<file path="config.mk">
export PLATFORM = sky130hd
export DESIGN_NAME = fc_sequencer
export DESIGN_NICKNAME = d
export VERILOG_FILES = /design/src/rtl/fc_sequencer.sv
export SDC_FILE = /design/constraint.sdc
export NUM_CORES = 1
export LEC_CHECK = 0
export CORE_UTILIZATION = 35
export CTS_CLUSTER_SIZE = 28
export DETAILED_ROUTE_END_ITERATION = 8
export GPL_TIMING_DRIVEN = 0
export PLACE_DENSITY = 0.76
export REMOVE_ABC_BUFFERS = 1
export SYNTH_ARGS = -nofsm -noshare
export SYNTH_HDL_FRONTEND = slang
export SYNTH_SLANG_ARGS = --single-unit
export TNS_END_PERCENT = 100
</file>
<file path="constraint.sdc">
create_clock -name clk -period 2.6 [get_ports clk]
set_clock_uncertainty 0.05 [all_clocks]
set_input_delay 0.26 -clock clk [delete_from_list [all_inputs] [get_ports clk]]
set_output_delay 0.26 -clock clk [all_outputs]
set_load 0.01 [all_outputs]
</file>
<file path="src/rtl/fc_sequencer.sv">
// Drives one fc layer pass: streams N_IN operands from a source memory into the
// layer and writes its indexed results back, forward or backward.
module fc_sequencer #(
    parameter int IN_SIZE  = 1024,
    parameter int OUT_SIZE = 10,
    parameter int IDX_W    = 10
) (
    input  logic             clk,
    input  logic             rst_n,
    input  logic             start,
    input  logic             mode,
    input  logic             abort,
    output logic             busy,
    output logic             done,
    output logic             err,
    output logic [IDX_W-1:0] src_addr,
    input  logic [31:0]      src_data,
    output logic             fc_forward,
    output logic             fc_load_weights,
    output logic [31:0]      fc_input,
    output logic [IDX_W-1:0] fc_in_idx,
    input  logic             fc_in_rdy,
    output logic             fc_out_rdy,
    input  logic             fc_out_valid,
    input  logic [31:0]      fc_output,
    input  logic [IDX_W-1:0] fc_out_idx,
    output logic             res_we,
    output logic [IDX_W-1:0] res_addr,
    output logic [31:0]      res_data
);

    // One extra bit so a counter can hold the full vector length.
    localparam int CNT_W = IDX_W + 1;

    typedef enum logic [1:0] {
        S_IDLE,
        S_FETCH,
        S_PRESENT,
        S_DONE
    } state_t;

    state_t           r_state;
    logic             r_fwd;
    logic             r_busy;
    logic             r_done;
    logic             r_err;
    logic             r_out_rdy;
    logic             r_res_we;
    logic [CNT_W-1:0] r_in_cnt;
    logic [CNT_W-1:0] r_out_cnt;
    logic [IDX_W-1:0] r_src_addr;
    logic [IDX_W-1:0] r_fc_in_idx;
    logic [IDX_W-1:0] r_res_addr;
    logic [31:0]      r_fc_input;
    logic [31:0]      r_res_data;

    logic [CNT_W-1:0] w_n_in;
    logic [CNT_W-1:0] w_n_out;
    logic             w_take;
    logic             w_res_ok;

    assign w_n_in   = r_fwd ? CNT_W'(IN_SIZE)  : CNT_W'(OUT_SIZE);
    assign w_n_out  = r_fwd ? CNT_W'(OUT_SIZE) : CNT_W'(IN_SIZE);
    assign w_take   = fc_out_valid && r_out_rdy;
    assign w_res_ok = {1'b0, fc_out_idx} < w_n_out;

    always_ff @(posedge clk or negedge rst_n) begin
        if (!rst_n) begin
            r_state     <= S_IDLE;
            r_fwd       <= 1'b0;
            r_busy      <= 1'b0;
            r_done      <= 1'b0;
            r_err       <= 1'b0;
            r_out_rdy   <= 1'b0;
            r_res_we    <= 1'b0;
            r_in_cnt    <= '0;
            r_out_cnt   <= '0;
            r_src_addr  <= '0;
            r_fc_in_idx <= '0;
            r_res_addr  <= '0;
            r_fc_input  <= '0;
            r_res_data  <= '0;
        end else begin
            r_res_we <= 1'b0;
            if (abort) begin
                r_state    <= S_IDLE;
                r_busy     <= 1'b0;
                r_done     <= 1'b0;
                r_out_rdy  <= 1'b0;
                r_in_cnt   <= '0;
                r_out_cnt  <= '0;
                r_src_addr <= '0;
            end else begin
                // Result path runs independently of the feed path below.
                if (w_take) begin
                    if (w_res_ok) begin
                        r_res_we   <= 1'b1;
                        r_res_addr <= fc_out_idx;
                        r_res_data <= fc_output;
                        r_out_cnt  <= r_out_cnt + CNT_W'(1);
                    end else begin
                        r_err <= 1'b1;
                    end
                end

                case (r_state)
                    S_IDLE: begin
                        if (start) begin
                            r_fwd      <= ~mode;
                            r_in_cnt   <= '0;
                            r_out_cnt  <= '0;
                            r_err      <= 1'b0;
                            r_src_addr <= '0;
                            r_busy     <= 1'b1;
                            r_out_rdy  <= 1'b1;
                            r_state    <= S_FETCH;
                        end
                    end
                    S_FETCH: begin
                        r_fc_input  <= src_data;
                        r_fc_in_idx <= r_in_cnt[IDX_W-1:0];
                        r_state     <= S_PRESENT;
                    end
                    S_PRESENT: begin
                        if (r_in_cnt < w_n_in) begin
                            if (fc_in_rdy) begin
                                r_in_cnt <= r_in_cnt + CNT_W'(1);
                                if (r_in_cnt < w_n_in - CNT_W'(1)) begin
                                    r_src_addr <= r_in_cnt[IDX_W-1:0] + IDX_W'(1);
                                    r_state    <= S_FETCH;
                                end
                            end
                        end else if (r_out_cnt >= w_n_out) begin
                            // Greater-or-equal so duplicate results cannot stall completion.
                            r_done    <= 1'b1;
                            r_out_rdy <= 1'b0;
                            r_state   <= S_DONE;
                        end
                    end
                    S_DONE: begin
                        r_done  <= 1'b0;
                        r_busy  <= 1'b0;
                        r_state <= S_IDLE;
                    end
                    default: r_state <= S_IDLE;
                endcase
            end
        end
    end

    assign busy            = r_busy;
    assign done            = r_done;
    assign err             = r_err;
    assign src_addr        = r_src_addr;
    assign fc_forward      = r_fwd;
    assign fc_load_weights = 1'b0;
    assign fc_input        = r_fc_input;
    assign fc_in_idx       = r_fc_in_idx;
    assign fc_out_rdy      = r_out_rdy;
    assign res_we          = r_res_we;
    assign res_addr        = r_res_addr;
    assign res_data        = r_res_data;

endmodule

</file>
==> results of run 1 <==
-- stage by stage --
step | instance area, um2 | utilization
after floorplan | 5431 | -
after global placement | 7497 | 0.4895
after detailed placement | 7626 | 0.4980
after CTS | 8414 | 0.5494
after global routing | 8556 | 0.5587
final | 8556 | 0.5587
-- where the power goes --
| part | internal [mW] | switching [mW] | leakage, nW | total, mW |
|---|---|---|---|---|
| sequential | 2.35 | 0.234 | 1.61 | 2.58 |
| clock | 1.66 | 0.851 | 0.304 | 2.51 |
| combinational | 1.21 | 0.746 | 1.72 | 1.96 |
| total | 5.22 | 1.83 | 3.63 | 7.05 |
-- worst register-to-register path: stages, from the launching register on --
cell                         delay, ps
sky130_fd_sc_hd__dfrtp_2           420
sky130_fd_sc_hd__clkinvlp_4        150
sky130_fd_sc_hd__buf_4             170
sky130_fd_sc_hd__ha_1              220
sky130_fd_sc_hd__nor4_4            260
sky130_fd_sc_hd__a31oi_4           140
sky130_fd_sc_hd__nor3_4            210
sky130_fd_sc_hd__buf_4             230
sky130_fd_sc_hd__buf_6             190
sky130_fd_sc_hd__mux2_2            360
-- cells in the mapped netlist, drive strengths merged --
cell / number
a2111oi: 2
nor4: 2
o311ai: 1
nand4b: 1
nor3b: 3
nand4: 4
nor3: 13
and2: 1
nand2b: 8
a21o: 3
o21bai: 1
ha: 17
xnor2: 12
nor4b: 2
o211a: 1
o31ai: 2
nor2b: 3
xor2: 5
a211o: 1
nand3: 6
nand3b: 3
a221oi: 1
buf: 8
nand2: 31
or4: 3
mux2: 84
mux2i: 10
inv: 11
a311oi: 1
nor2: 27
a21oi: 10
o41ai: 2
dfrtp: 124
a211oi: 1
o21ai: 18
clkbuf: 12
or3: 3
o211ai: 1
a31oi: 3
and4: 1
conb: 1
-- worst paths after layout --
path / slack (ps) / end / cells past startpoint / from
setup / recovery: 70 / res_data[6] / 9 / fc_forward
hold / removal: 340 / res_addr[6] / 2 / rst_n
setup reg to reg: 70 / res_data[6] / 9 / fc_forward
hold reg to reg: 440 / res_addr[0] / 1 / res_addr[0]
max in group asynchronous: 1420 / fc_forward / 3 / rst_n
min in group clk: 360 / fc_forward / 2 / mode
-- cells in the final DEF, fill, tap and decap left out, drive strengths merged, types with 2 or more instances in the layout --
| cell type | netlist | routed |
|---|---|---|
| o31ai | 2 | 2 |
| a21o | 3 | 3 |
| ha | 17 | 17 |
| xor2 | 5 | 5 |
| xnor2 | 12 | 12 |
| o41ai | 2 | 2 |
| a31oi | 3 | 3 |
| mux2 | 84 | 84 |
| inv | 11 | 10 |
| nand3 | 6 | 6 |
| nor2 | 27 | 27 |
| clkbuf | 12 | 23 |
| o21ai | 18 | 18 |
| nor3 | 13 | 13 |
| or4 | 3 | 3 |
| clkinv | 0 | 5 |
| clkinvlp | 0 | 2 |
| nor4 | 2 | 2 |
| a2111oi | 2 | 2 |
| nand3b | 3 | 3 |
| or3 | 3 | 3 |
| nor2b | 3 | 3 |
| nand2 | 31 | 31 |
| bufinv | 0 | 4 |
| nor4b | 2 | 2 |
| mux2i | 10 | 10 |
| a21oi | 10 | 10 |
| clkdlybuf4s50 | 0 | 179 |
| buf | 8 | 21 |
| nand2b | 8 | 8 |
| nor3b | 3 | 3 |
| nand4 | 4 | 4 |
| dfrtp | 124 | 124 |
-- repair_timing --
| action | in CTS | in global routing |
|---|---|---|
| endpoints found under the hold margin | 58 | 0 |
| resized for setup | 13 | 12 |
| pin swaps | 3 | 9 |
| setup endpoints to repair | 72 | 40 |
| setup buffers | 8 | 4 |
| hold buffers | 1 | 0 |
| gates cloned | 0 | 1 |
-- metal layers --
metal  vias to the layer above  global-route usage  routed length, um
met5                         -                   0                  0
met1                      2152              0.2132               5612
li1                       1981                   -                  -
met2                       145              0.3079               7416
met4                         0             0.07958                231
met3                        22             0.06365                969
-- final cells by class --
class                   instances  area, um2
flip-flops and latches        124       3104
well taps                     211      264.0
multi-input cells             288       2464
clock buffers                  22      464.2
clock inverters                10      163.9
fillers                      1252       6759
inverters                      11      45.04
repair buffers                202       2051
-- logic make-up after synthesis --
| family | Yosys count | share of synthesized area |
|---|---|---|
| flops | 124 | 0.5616 |
| simple gates | 111 | 0.09964 |
| mux | 94 | 0.1893 |
| compound gates | 48 | 0.05888 |
| buf+inv | 31 | 0.02446 |
| fa+ha+maj | 17 | 0.03850 |
| xor+xnor | 17 | 0.02695 |
| other cells | 1 | 0.0006787 |
-- state kept, by name (all words and copies together), names as in the netlist, 2 cells and up --
register	count
fc_input	32
res_data	32
r_in_cnt	11
r_out_cnt	11
fc_in_idx	10
res_addr	10
src_addr	10
r_state	2
==> flow_metrics.env, run 1 <==
export IMPL_finalPower_mw=7.048
export IMPL_grt_remaining_overflow=0
export IMPL_layout_drive_gt1_share=0.2359
export IMPL_setup_viol=0
export IMPL_worstPathArrival_ps=2770
export IMPL_cp_num_buf_inv=4
export IMPL_routed_wirelength_um=14230
export IMPL_maxCapViolations=0
export IMPL_insertion_delay_ps=420
export IMPL_post_synth_top_area_fraction=0.5616
export IMPL_cp_data_required_time_ps=2850
export IMPL_tritoncts_num_sinks=124
export IMPL_cts_inserted_buffers=17
export IMPL_synth_area_mm2=0.005525
export IMPL_path_type_of_the_worst_setup_path="reg -> reg"
export IMPL_ys_warn_count=0
export IMPL_via_count=4300
export IMPL_setup_slack_ps=70.48
export IMPL_clockRootBuffer="sky130_fd_sc_hd__clkbuf_16"
export IMPL_clock_fmax_mhz=395.3
export IMPL_slew_violations=0
export IMPL_area_delta_synth_final_pct=54.85
export IMPL_setup_worst_path_start_class="register"
export IMPL_post_synth_main_area_contributors="sky130_fd_sc_hd__dfrtp_1 56%, sky130_fd_sc_hd__mux2_2 17%, sky130_fd_sc_hd__ha_1 3.8%"
export IMPL_synth_yosys_seq_area_share=0.5616
export IMPL_tritoncts="yes"
export IMPL_timing_worst_slew_pin_value_ps=688.6
export IMPL_detail_route_iter0_violations=173
export IMPL_worst_hold_slack_ps=335.4
export IMPL_setup_tns_final_ps=0
export IMPL_drt_pass1_iterations=4
export IMPL_num_antenna_cells=0
export IMPL_design_final_nets=742
export IMPL_core_area_mm2=0.01531
export IMPL_track_usage=0.1836
export IMPL_die_h_um=127.6
export IMPL_global_route_wire_length_before_repair_um=23040
export IMPL_worst_setup_slack_before_clock_tree_synthesis_ps=-946.7
export IMPL_period_needed_ps=2530
export IMPL_finalHoldViolCount=0
export IMPL_final_min_period_over_clock_period=0.9729
export IMPL_maximum_number_of_pins_on_one_net_before_global_route_repair=67
export IMPL_num_io_pins=182
export IMPL_fp_dieArea_mm2=0.01629
export IMPL_rows=45
export IMPL_post_layout_nonfiller_instances=868
export IMPL_worst_path_largest_cell_delay_ps=420
export IMPL_cts_clk_slew_worst_paths_ps=60
export IMPL_grt_pass1_vias=4581
export IMPL_cp_cell_sequence="clkinvlp_4 > buf_4 > ha_1 > nor4_4 > a31oi_4 > nor3_4 > buf_4 > buf_6 > mux2_2"
export IMPL_clk_path_buf_depth=2
export IMPL_leakagePower_nw=3.628
export IMPL_worst_setup_path_end_kind="register"
export IMPL_floorplan_initialDensity=0.3608
export IMPL_post_synth_inst_count=443
export IMPL_outcome="completed"
export IMPL_place_detailed_instances=822
export IMPL_cp_slowest_cell="sky130_fd_sc_hd__dfrtp_2"
export IMPL_post_route_drc_count=0
export IMPL_cp_top_family="buffers and inverters"
export IMPL_synth_top_cell_by_area="sky130_fd_sc_hd__dfrtp_1"
export IMPL_relSlewSlack=0.5409
export IMPL_port_buffers=180
export IMPL_power_ir_vdd_worst_uv=524.5
export IMPL_grt_antenna_before_repair=0
export IMPL_number_of_register_bits_inferred_by_synthesis=124
export IMPL_fp_dieW_um=127.6
export IMPL_p_per_area_mw_per_mm2=823.8
export IMPL_synth_cell_types=47
export IMPL_finalWeightedCongestion=0.7930
export IMPL_detailed_place_hpwl_um=9906
export IMPL_cp_max_fo=14
export IMPL_drt_vias_per_instance=4.954
export IMPL_cpMostUsedCell="sky130_fd_sc_hd__buf_4"
export IMPL_cts_htree_levels=4
export IMPL_min_path_type="in -> async"
export IMPL_synth_avg_cell_area_um2=12.47
export IMPL_wl_per_cell_um=16.39
export IMPL_remaining_antenna_violation_count=0
Power figures use the tool's default switching activity.
==> run 2: changes to the inputs <==
- GPL_ROUTABILITY_DRIVEN: default -> 0
==> results of run 2 <==
The final DEF is identical to that of run 1; final timing and power are the same.
==> run 3: changes to the inputs <==
==> constraint.sdc (replaced) <==
create_clock -name clk -period 2.6 [get_ports clk]
set_clock_uncertainty 0.05 [all_clocks]
set_input_delay 0.52 -clock clk [delete_from_list [all_inputs] [get_ports clk]]
set_output_delay 0.52 -clock clk [all_outputs]
set_load 0.01 [all_outputs]
==> flow_metrics.env, run 3 (synthesized netlist as in run 1, its figures left out) <==
export IMPL_outcome="completed"
export IMPL_cp_slowest_cell="sky130_fd_sc_hd__or4_4"
export IMPL_maximum_number_of_pins_on_one_net_before_global_route_repair=67
export IMPL_p_per_area_mw_per_mm2=824.9
export IMPL_cts_clk_slew_worst_paths_ps=60
export IMPL_cts_hold_fix_buffers=0
export IMPL_worst_setup_path_end_kind="register"
export IMPL_tritoncts_num_sinks=124
export IMPL_finalHoldViolCount=0
export IMPL_routed_wirelength_um=14150
export IMPL_die_h_um=127.6
export IMPL_grt_remaining_overflow=0
export IMPL_cp_data_required_time_ps=2870
export IMPL_cp_max_fo=7
export IMPL_worstReg2RegStart="fc_forward"
export IMPL_core_area_mm2=0.01531
export IMPL_cts_htree_levels=4
export IMPL_rr_worst_depth=7
export IMPL_via_count=4275
export IMPL_path_type_of_the_worst_setup_path="reg -> reg"
export IMPL_fp_dieArea_mm2=0.01629
export IMPL_rsz_0062_raised_after_global_routing="true"
export IMPL_drt_vias_per_instance=4.931
export IMPL_drt_pass1_iterations=4
export IMPL_worst_r2r_setup_slack_ps=60
export IMPL_commonest_cells_after_routing_fill_and_taps_aside="179 x sky130_fd_sc_hd__clkdlybuf4s50_1, 123 x sky130_fd_sc_hd__dfrtp_1, 82 x sky130_fd_sc_hd__mux2_2"
export IMPL_cts_inserted_buffers=17
export IMPL_num_antenna_cells=0
export IMPL_critical_path_startpoint="fc_forward"
export IMPL_setup_slack_ps=55.16
export IMPL_leakagePower_nw=3.625
export IMPL_floorplan_initialDensity=0.3608
export IMPL_area_delta_synth_final_pct=54.53
export IMPL_port_buffers=180
export IMPL_fp_dieW_um=127.6
export IMPL_rows=45
export IMPL_slew_violations=0
export IMPL_grt_pass1_vias=4581
export IMPL_mostFrequentLayoutCell="sky130_fd_sc_hd__clkdlybuf4s50_1"
export IMPL_setup_tns_final_ps=0
export IMPL_power_ir_vdd_worst_uv=524.4
export IMPL_global_route_wire_length_before_repair_um=23040
export IMPL_worst_setup_slack_before_clock_tree_synthesis_ps=-1041
export IMPL_insertion_delay_ps=420
export IMPL_layout_drive_gt1_share=0.2332
export IMPL_clock_fmax_mhz=393.0
export IMPL_timing_worst_slew_pin_value_ps=1020
export IMPL_clockRootBuffer="sky130_fd_sc_hd__clkbuf_16"
export IMPL_clk_path_buf_depth=2
export IMPL_design_final_nets=741
export IMPL_maxCapViolations=0
export IMPL_tritoncts="yes"
export IMPL_post_dp_cell_area_mm2=0.007626
export IMPL_period_needed_ps=2545
export IMPL_worst_path_largest_cell_delay_ps=510
export IMPL_remaining_antenna_violation_count=0
export IMPL_stdcell_area_mm2=0.008538
export IMPL_timing_critical_path_to="r_in_cnt[6]"
export IMPL_post_route_drc_count=0
export IMPL_relSlewSlack=0.3185
export IMPL_cp_cell_sequence="buf_4 > ha_1 > or4_4 > a211oi_2 > nor2_2 > or3_4 > o41ai_4"
export IMPL_worst_r2r_endpoint="r_in_cnt[6]"
export IMPL_setup_viol=0
export IMPL_detailed_place_hpwl_um=9906
export IMPL_worst_hold_slack_ps=15.50
export IMPL_worstPathArrival_ps=2810
export IMPL_setup_worst_path_start_class="register"
export IMPL_detail_route_iter0_violations=131
export IMPL_final_core_utilization=0.5575
export IMPL_final_min_period_over_clock_period=0.9788
export IMPL_grt_antenna_before_repair=0
export IMPL_wl_per_cell_um=16.32
export IMPL_track_usage=0.1836
export IMPL_num_io_pins=182
export IMPL_min_path_type="in -> async"
## run 3: changes by cell type in the layout (fill, tap and decap cells not counted), sizes merged
| cell | before | now |
|---|---|---|
| dlygate4sd3 | 1 | 0 |
## run 3: power breakdown
part | leakage [nW] | internal (mW) | switching [mW] | total, mW
logic | 1.72 | 1.21 | 0.740 | 1.95
registers | 1.61 | 2.35 | 0.232 | 2.58
clock network | 0.304 | 1.65 | 0.853 | 2.51
total | 3.63 | 5.22 | 1.83 | 7.04
## run 3: timing repair
action                                  CTS  global route
resized for setup                        13             8
endpoints found under the setup margin   72            44
pin swaps                                 3             7
gates cloned                              0             1
setup buffers                             8             4
## run 3: how the worst min path moves through the flow
stage | startpoint | to
final | rst_n | res_addr[6]
after global routing | rst_n | res_data[8]
after CTS | rst_n | res_addr[9]
after detailed placement | res_addr[0] | res_addr[0]
after global placement | res_addr[3] | res_addr[3]
after floorplan | rst_n | busy
## run 3: critical path, delay by kind of cell (launching register included)
family / cells / cell delay (ps)
simple gates: 3 / 1050
compound gates: 2 / 570
flops: 1 / 440
buf+inv: 1 / 150
fa+ha+maj: 1 / 190
## run 3: through the flow
| step | cells | power (mW) |
|---|---|---|
| global route | 867 | 7.357 |
| global placement | 814 | 4.398 |
| finish | 867 | 7.043 |
| detailed placement | 822 | 4.464 |
| floorplan | 423 | 3.284 |
| CTS | 862 | 7.080 |
## run 3: cell type report
class                           instances  area [um2]
Clock inverter                         10       163.9
Timing Repair Buffer                  201        2053
Fill cell                            1256        6777
Inverter                               11       45.04
Multi-Input combinational cell        288        2444
Clock buffer                           22       464.2
Sequential cell                       124        3104
Tap cell                              211       264.0
## run 3: routing by layer
| layer | share of wire | wire length (um) | track usage | up-vias |
|---|---|---|---|---|
| met1 | 0.40 | 5706 | 0.2132 | 2152 |
| met4 | 0.020 | 278 | 0.07958 | 0 |
| met5 | 0 | 0 | 0 | - |
| met2 | 0.52 | 7305 | 0.3079 | 125 |
| met3 | 0.061 | 857 | 0.06365 | 23 |
| li1 | - | - | - | 1975 |
